File: config.mk
export PLATFORM = sky130hd
export DESIGN_NAME = dtree_vote_accum
export DESIGN_NICKNAME = d
export VERILOG_FILES = /design/src/rtl/dtree_vote_accum.sv
export SDC_FILE = /design/constraint.sdc
export NUM_CORES = 1
export LEC_CHECK = 0
export BUFFER_PORTS_ARGS = -buffer_cell sky130_fd_sc_hd__buf_2
export CAP_MARGIN = 10
export CORE_ASPECT_RATIO = 1.25
export CORE_MARGIN = 2
export CORE_UTILIZATION = 40
export DETAILED_ROUTE_END_ITERATION = 16
export SYNTH_ARGS = -nofsm -noshare
export SYNTH_HDL_FRONTEND = slang
export SYNTH_SLANG_ARGS = --single-unit
File: constraint.sdc
create_clock -name clk -period 8.5 [get_ports clk]
set_input_delay 0.425 -clock clk [delete_from_list [all_inputs] [get_ports clk]]
set_output_delay 0.425 -clock clk [all_outputs]
set_load 0.01 [all_outputs]
File: src/rtl/dtree_vote_accum.sv
// -----------------------------------------------------------------------------
// dtree_vote_accum
//   Majority vote over a window of decision-tree predictions. Each accepted
//   prediction increments its class bin. When the window is full, the bins are
//   scanned one per cycle for the largest count. Ties go to the lowest class
//   index. The voted class is then presented on a valid/ready output until the
//   consumer takes it.
//
// Ports
//   clk        rising-edge clock
//   rst_n      asynchronous active-low reset
//   flush      synchronous abort: clear the window and drop any pending result
//   in_valid   in_class carries a prediction
//   in_class   predicted class code
//   in_ready   block is accumulating and will take a prediction this cycle
//   out_valid  voted result is available
//   out_ready  consumer takes the result
//   out_class  majority class of the last completed window
//   out_count  number of votes held by out_class
//   out_err    at least one out-of-range class was seen in that window
// -----------------------------------------------------------------------------
module dtree_vote_accum #(
   parameter int NUM_CLASSES = 10,
   parameter int CLASS_W     = 4,
   parameter int WINDOW      = 16,
   parameter int CNT_W       = 5
) (
   input  logic               clk,
   input  logic               rst_n,
   input  logic               flush,
   input  logic               in_valid,
   input  logic [CLASS_W-1:0] in_class,
   output logic               in_ready,
   output logic               out_valid,
   input  logic               out_ready,
   output logic [CLASS_W-1:0] out_class,
   output logic [CNT_W-1:0]   out_count,
   output logic               out_err
);

   typedef enum logic [1:0] {ACCUM, SCAN, HOLD} state_e;

   localparam logic [CLASS_W:0]   NUM_CLS_L = (CLASS_W+1)'(NUM_CLASSES);
   localparam logic [CNT_W-1:0]   WINDOW_L  = CNT_W'(WINDOW);
   localparam logic [CLASS_W-1:0] LAST_IDX  = CLASS_W'(NUM_CLASSES - 1);

   state_e             state_q, state_d;
   logic [CNT_W-1:0]   bin_q [NUM_CLASSES];
   logic [CNT_W-1:0]   bin_d [NUM_CLASSES];
   logic [CNT_W-1:0]   wcnt_q, wcnt_d;
   logic               err_q, err_d;
   logic [CLASS_W-1:0] idx_q, idx_d;
   logic [CLASS_W-1:0] best_cls_q, best_cls_d;
   logic [CNT_W-1:0]   best_cnt_q, best_cnt_d;
   logic               out_valid_q, out_valid_d;
   logic [CLASS_W-1:0] out_class_q, out_class_d;
   logic [CNT_W-1:0]   out_count_q, out_count_d;
   logic               out_err_q, out_err_d;

   logic               in_range;
   logic [CNT_W-1:0]   scan_bin;
   logic               scan_take;

   // Ready comes from the state register alone, so there is no path from
   // in_valid back to in_ready.
   assign in_ready  = (state_q == ACCUM);
   assign out_valid = out_valid_q;
   assign out_class = out_class_q;
   assign out_count = out_count_q;
   assign out_err   = out_err_q;

   assign in_range  = ({1'b0, in_class} < NUM_CLS_L);
   assign scan_take = (scan_bin > best_cnt_q);   // strict: ties keep lower index

   // Bin read mux for the scan; written as a loop so that an index past the
   // last class reads 0 instead of going out of range.
   always_comb begin
      scan_bin = '0;
      for (int c = 0; c < NUM_CLASSES; c++) begin
         if (idx_q == CLASS_W'(c)) scan_bin = bin_q[c];
      end
   end

   // NOTE: every signal gets its hold value first, so no path can leave one
   // unassigned and infer a latch.
   always_comb begin
      state_d     = state_q;
      bin_d       = bin_q;
      wcnt_d      = wcnt_q;
      err_d       = err_q;
      idx_d       = idx_q;
      best_cls_d  = best_cls_q;
      best_cnt_d  = best_cnt_q;
      out_valid_d = out_valid_q;
      out_class_d = out_class_q;
      out_count_d = out_count_q;
      out_err_d   = out_err_q;

      if (flush) begin
         // Abort: the window and any pending result are lost. The last
         // result value stays on out_class/out_count.
         state_d     = ACCUM;
         wcnt_d      = '0;
         err_d       = 1'b0;
         out_valid_d = 1'b0;
         for (int c = 0; c < NUM_CLASSES; c++) bin_d[c] = '0;
      end else begin
         unique case (state_q)
            ACCUM: begin
               if (in_valid) begin
                  wcnt_d = wcnt_q + 1'b1;
                  if (in_range) begin
                     for (int c = 0; c < NUM_CLASSES; c++) begin
                        if (in_class == CLASS_W'(c)) bin_d[c] = bin_q[c] + 1'b1;
                     end
                  end else begin
                     err_d = 1'b1;
                  end
                  if (wcnt_q + 1'b1 == WINDOW_L) begin
                     state_d    = SCAN;
                     idx_d      = '0;
                     best_cls_d = '0;
                     best_cnt_d = '0;
                  end
               end
            end
            SCAN: begin
               if (scan_take) begin
                  best_cls_d = idx_q;
                  best_cnt_d = scan_bin;
               end
               idx_d = idx_q + 1'b1;
               if (idx_q == LAST_IDX) begin
                  // The last bin is folded in directly here, so the result
                  // is loaded on the same edge that inspects it.
                  out_class_d = scan_take ? idx_q : best_cls_q;
                  out_count_d = scan_take ? scan_bin : best_cnt_q;
                  out_err_d   = err_q;
                  out_valid_d = 1'b1;
                  state_d     = HOLD;
               end
            end
            HOLD: begin
               if (out_ready) begin
                  state_d     = ACCUM;
                  wcnt_d      = '0;
                  err_d       = 1'b0;
                  out_valid_d = 1'b0;
                  for (int c = 0; c < NUM_CLASSES; c++) bin_d[c] = '0;
               end
            end
            default: state_d = ACCUM;
         endcase
      end
   end

   // NOTE: sequential state uses non-blocking assignments only, so every
   // register samples the pre-edge values of the others.
   always_ff @(posedge clk or negedge rst_n) begin
      if (!rst_n) state_q <= ACCUM;
      else        state_q <= state_d;
   end

   // NOTE: the bin array is a small register file that must start at zero
   // for the first window, so it is reset like every other register.
   always_ff @(posedge clk or negedge rst_n) begin
      if (!rst_n) begin
         for (int c = 0; c < NUM_CLASSES; c++) bin_q[c] <= '0;
         wcnt_q      <= '0;
         err_q       <= 1'b0;
         idx_q       <= '0;
         best_cls_q  <= '0;
         best_cnt_q  <= '0;
         out_valid_q <= 1'b0;
         out_class_q <= '0;
         out_count_q <= '0;
         out_err_q   <= 1'b0;
      end else begin
         bin_q       <= bin_d;
         wcnt_q      <= wcnt_d;
         err_q       <= err_d;
         idx_q       <= idx_d;
         best_cls_q  <= best_cls_d;
         best_cnt_q  <= best_cnt_d;
         out_valid_q <= out_valid_d;
         out_class_q <= out_class_d;
         out_count_q <= out_count_d;
         out_err_q   <= out_err_d;
      end
   end

endmodule
==> metrics.md <==
| Metric | Value |
|---|---|
| 1st-iter DRT viols | `approximately 220` |
| Combinational family with the most area after synthesis | `simple AND/OR/NAND/NOR gates` |
| Cell count after synthesis | `between 500 and 600` |
| IO Pins | `21` |
| GPL Wtd Cong | `slightly below 0.9` |
| Worst setup SP type | `flop` |
| Post-synthesis simple-gate area fraction | `22.4%` |
| Root Driver | `clkbuf_16` |
| Slew @ Worst Pin | `between 1 and 1.5 ns` |
| Crit share post-route | `49.4%` |
| DRC violations left | `0` |
| Layout Skew | `0.00578 ns` |
| Inserted Clock Buffers | `9` |
| Most frequent cells in the layout | `82 x dfrtp_1, 66 x nand2_1, 53 x o21ai_0, 44 x nor2_1, 31 x nand3_1` |
| Crit path kind | `reg2reg` |
| Nets | `573` |
| Worst EP required | `8.73 ns` |
| Relative slew slack | `30.8%` |
| Number of synthesized flops with an enable pin | `0` |
| Initial antenna violation count | `0` |
| Chip height | `127 um` |
| Drt wl/cell | `16.2 um` |
| Cell Pwr Density | `181 nW/um^2` |
| Total gr overflow | `0` |
| Num Clock Sinks | `82` |
| Post-Route WL | `11600 um` |
| I/O Buffers | `20` |
| Initial core utilization | `40.5%` |
| Final setup vio count | `0` |
| Placed insts | `around 700` |
| Cell variety after synth | `just over 60` |
| Synth Area in Compound Gates | `19.2%` |
| Leak pwr | `2.43 nW` |
| Post-synthesis to final-layout area growth | `10.9%` |
| Layout Cells excl Fill | `713` |
| DR vias | `around 4000` |
| Max-Cap Viols | `0` |
| Tmin final | `about 4.2 ns` |
| FF/Latch Area | `roughly 2100 sq um` |
| Max Root-Sink Buffers | `2` |
| Post-synthesis mux area share | `1.88%` |
| Global-route wire length before repair | `just under 20000 um` |
| Status | `complete, no violations` |
| Largest net degree at the start of global routing | `83` |
| Mapped Area | `4860 sq um` |
| Most common cell after layout, fill and taps aside | `dfrtp_1` |
| Total track usage | `a little under a fifth` |
| PostCTS Resize Cnt | `0` |
| Drt pass-1 iters | `5` |
| Max-slew violations | `0` |
| Synth Register Bits | `82` |
| Overall power | `approximately 0.98 mW` |
| Clock transition at path regs | `0.06 ns` |
| WP data arrival | `4.43 ns` |
| DP HPWL | `8280 um` |
| Fillers | `1164` |
| Seq/Total Area, Yosys | `about 42%` |
| Hold-fix buffers, CTS | `0` |
| Ys async rst share | `100%` |
| Core Region | `about 12000 sq um` |
| Multi-input gate area | `2620 sq um` |
| Detail Route Antenna Nets | `0` |
| Clock Latency Late Sink | `0.34 ns` |
| Routed vias/inst | `5.54` |
| Avg Inst Size Synth | `9.02 sq um` |
| Post-Synth XOR/XNOR Area | `4.86%` |
| Post-Synth Adder-Cell Area | `5.15%` |
| Crit. End Element | `flop` |
| Sum Neg Setup Slack | `0 ns` |
| Die W | `103 um` |
| # diodes | `0` |
| Post-synth top flop | `dfrtp_1` |
| Layout cells sized above 1 | `under 10%` |
| Postcts setup bufs | `0` |
| Yosys warning count | `0` |
| Fin util | `45.0%` |
| Number of global-route vias before repair | `3848` |
| Syn_nets | `568` |
| Max Clk Rate | `0.238 GHz` |
| Peak VDD IR | `0.0730 mV` |
| Area of the die | `13100 sq um` |
| Crit-path max FO | `20` |
| RSZ-0062 raised after global routing | `no` |
| FP Rows | `45` |
| Htree depth | `3` |
| Hold Fails Final Rpt | `0` |
| Hold Crit Class | `in2async` |
| CTS tree | `built` |
-- logic make-up (layout without fill, tap and decap cells) --
family,after synthesis,after routing
adders and majority gates,20,20
buffers and inverters,48,58
and+or+nand+nor,216,216
muxes,9,9
DFF,82,82
xor gates and xnor gates,27,27
AOI/OAI and AO/OA,137,137
-- critical path, cell delays in order, from the launching register on --
cell	delay [ns]
dfrtp_1	0.45
inv_1	0.10
ha_1	0.61
nand3b_2	0.24
o221a_1	0.32
a222oi_1	0.35
o21ai_2	0.14
ha_1	0.31
and4_1	0.19
a21oi_1	0.15
o31a_1	0.54
o211ai_1	0.40
a22o_1	0.29
-- power by group --
group	total (mW)	internal [mW]	leakage (nW)	switching, mW
Clock	0.426	0.266	0.155	0.161
Combinational	0.105	0.0388	1.16	0.0662
Sequential	0.444	0.413	1.12	0.0314
-- state kept, by name, indices dropped and copies added, names as in the netlist --
signal / count
best_cls_q: 4
best_cnt_q: 5
bin_q: 50
err_q: 1
idx_q: 4
out_class: 4
out_count: 5
out_err: 1
out_valid: 1
state_q: 2
wcnt_q: 5
-- cell usage after synthesis, drive strengths merged, types with 6 or more instances --
| library cell | n | area [sq um] |
|---|---|---|
| clkbuf | 13 | 50.0 |
| o31ai | 6 | 45.0 |
| mux2i | 8 | 80.1 |
| a22o | 11 | 96.3 |
| nand3b | 8 | 76.3 |
| dfrtp | 82 | 2050 |
| xor2 | 19 | 166 |
| nand3 | 31 | 155 |
| xnor2 | 8 | 70.1 |
| and2 | 15 | 93.8 |
| nor2 | 44 | 165 |
| o21ai | 57 | 300 |
| nand2b | 12 | 75.1 |
| ha | 20 | 250 |
| a21oi | 17 | 88.8 |
| nand4 | 13 | 81.3 |
| buf | 15 | 81.3 |
| and3 | 6 | 37.5 |
| inv | 20 | 75.1 |
| a221oi | 9 | 78.8 |
| nand2 | 66 | 248 |
-- per-layer routing --
metal	GRT usage, %	vias up	wire, um
li1	-	1936	-
met4	8.86	0	407
met5	0	-	0
met1	24.8	1908	5230
met2	30.4	86	5540
met3	3.01	22	386
-- path summary, 6_finish.rpt --
check,endpoint,startpoint,slack (ns),cells past startpoint
max,best_cls_q[1]$_DFFE_PN0P_,idx_q[1]$_DFFE_PN0P_,4.30,12
min,wcnt_q[4]$_DFFE_PN0P_,rst_n,0.26,1
max reg2reg,best_cls_q[1]$_DFFE_PN0P_,idx_q[1]$_DFFE_PN0P_,4.30,12
max in group asynchronous,bin_q[15]$_DFFE_PN0P_,rst_n,7.56,1
min in group clk,state_q[1]$_DFFE_PN0P_,flush,0.40,2
min reg2reg,out_class[0]$_DFFE_PN0P_,out_class[0]$_DFFE_PN0P_,0.47,2
-- per-stage QoR --
step                setup WS (ns)  hold slack, ns  cell area (sq um)
finish                       4.30           0.256               5390
detailed placement           4.31           0.466               5060
global route                 3.91           0.372               5390
floorplan                    5.45           0.129               4860
global placement             4.50           0.461               5060
CTS                          4.31           0.316               5390
-- final cells by class --
type	instances	area share (%)
clock buffer	10	4.43
inverter	20	1.39
tap	164	3.81
clock inverter	6	1.65
timing repair buffer	22	2.18
multi-input combinational	409	48.5
sequential	82	38.1
Note: power is estimated with default switching activity, not from simulation.
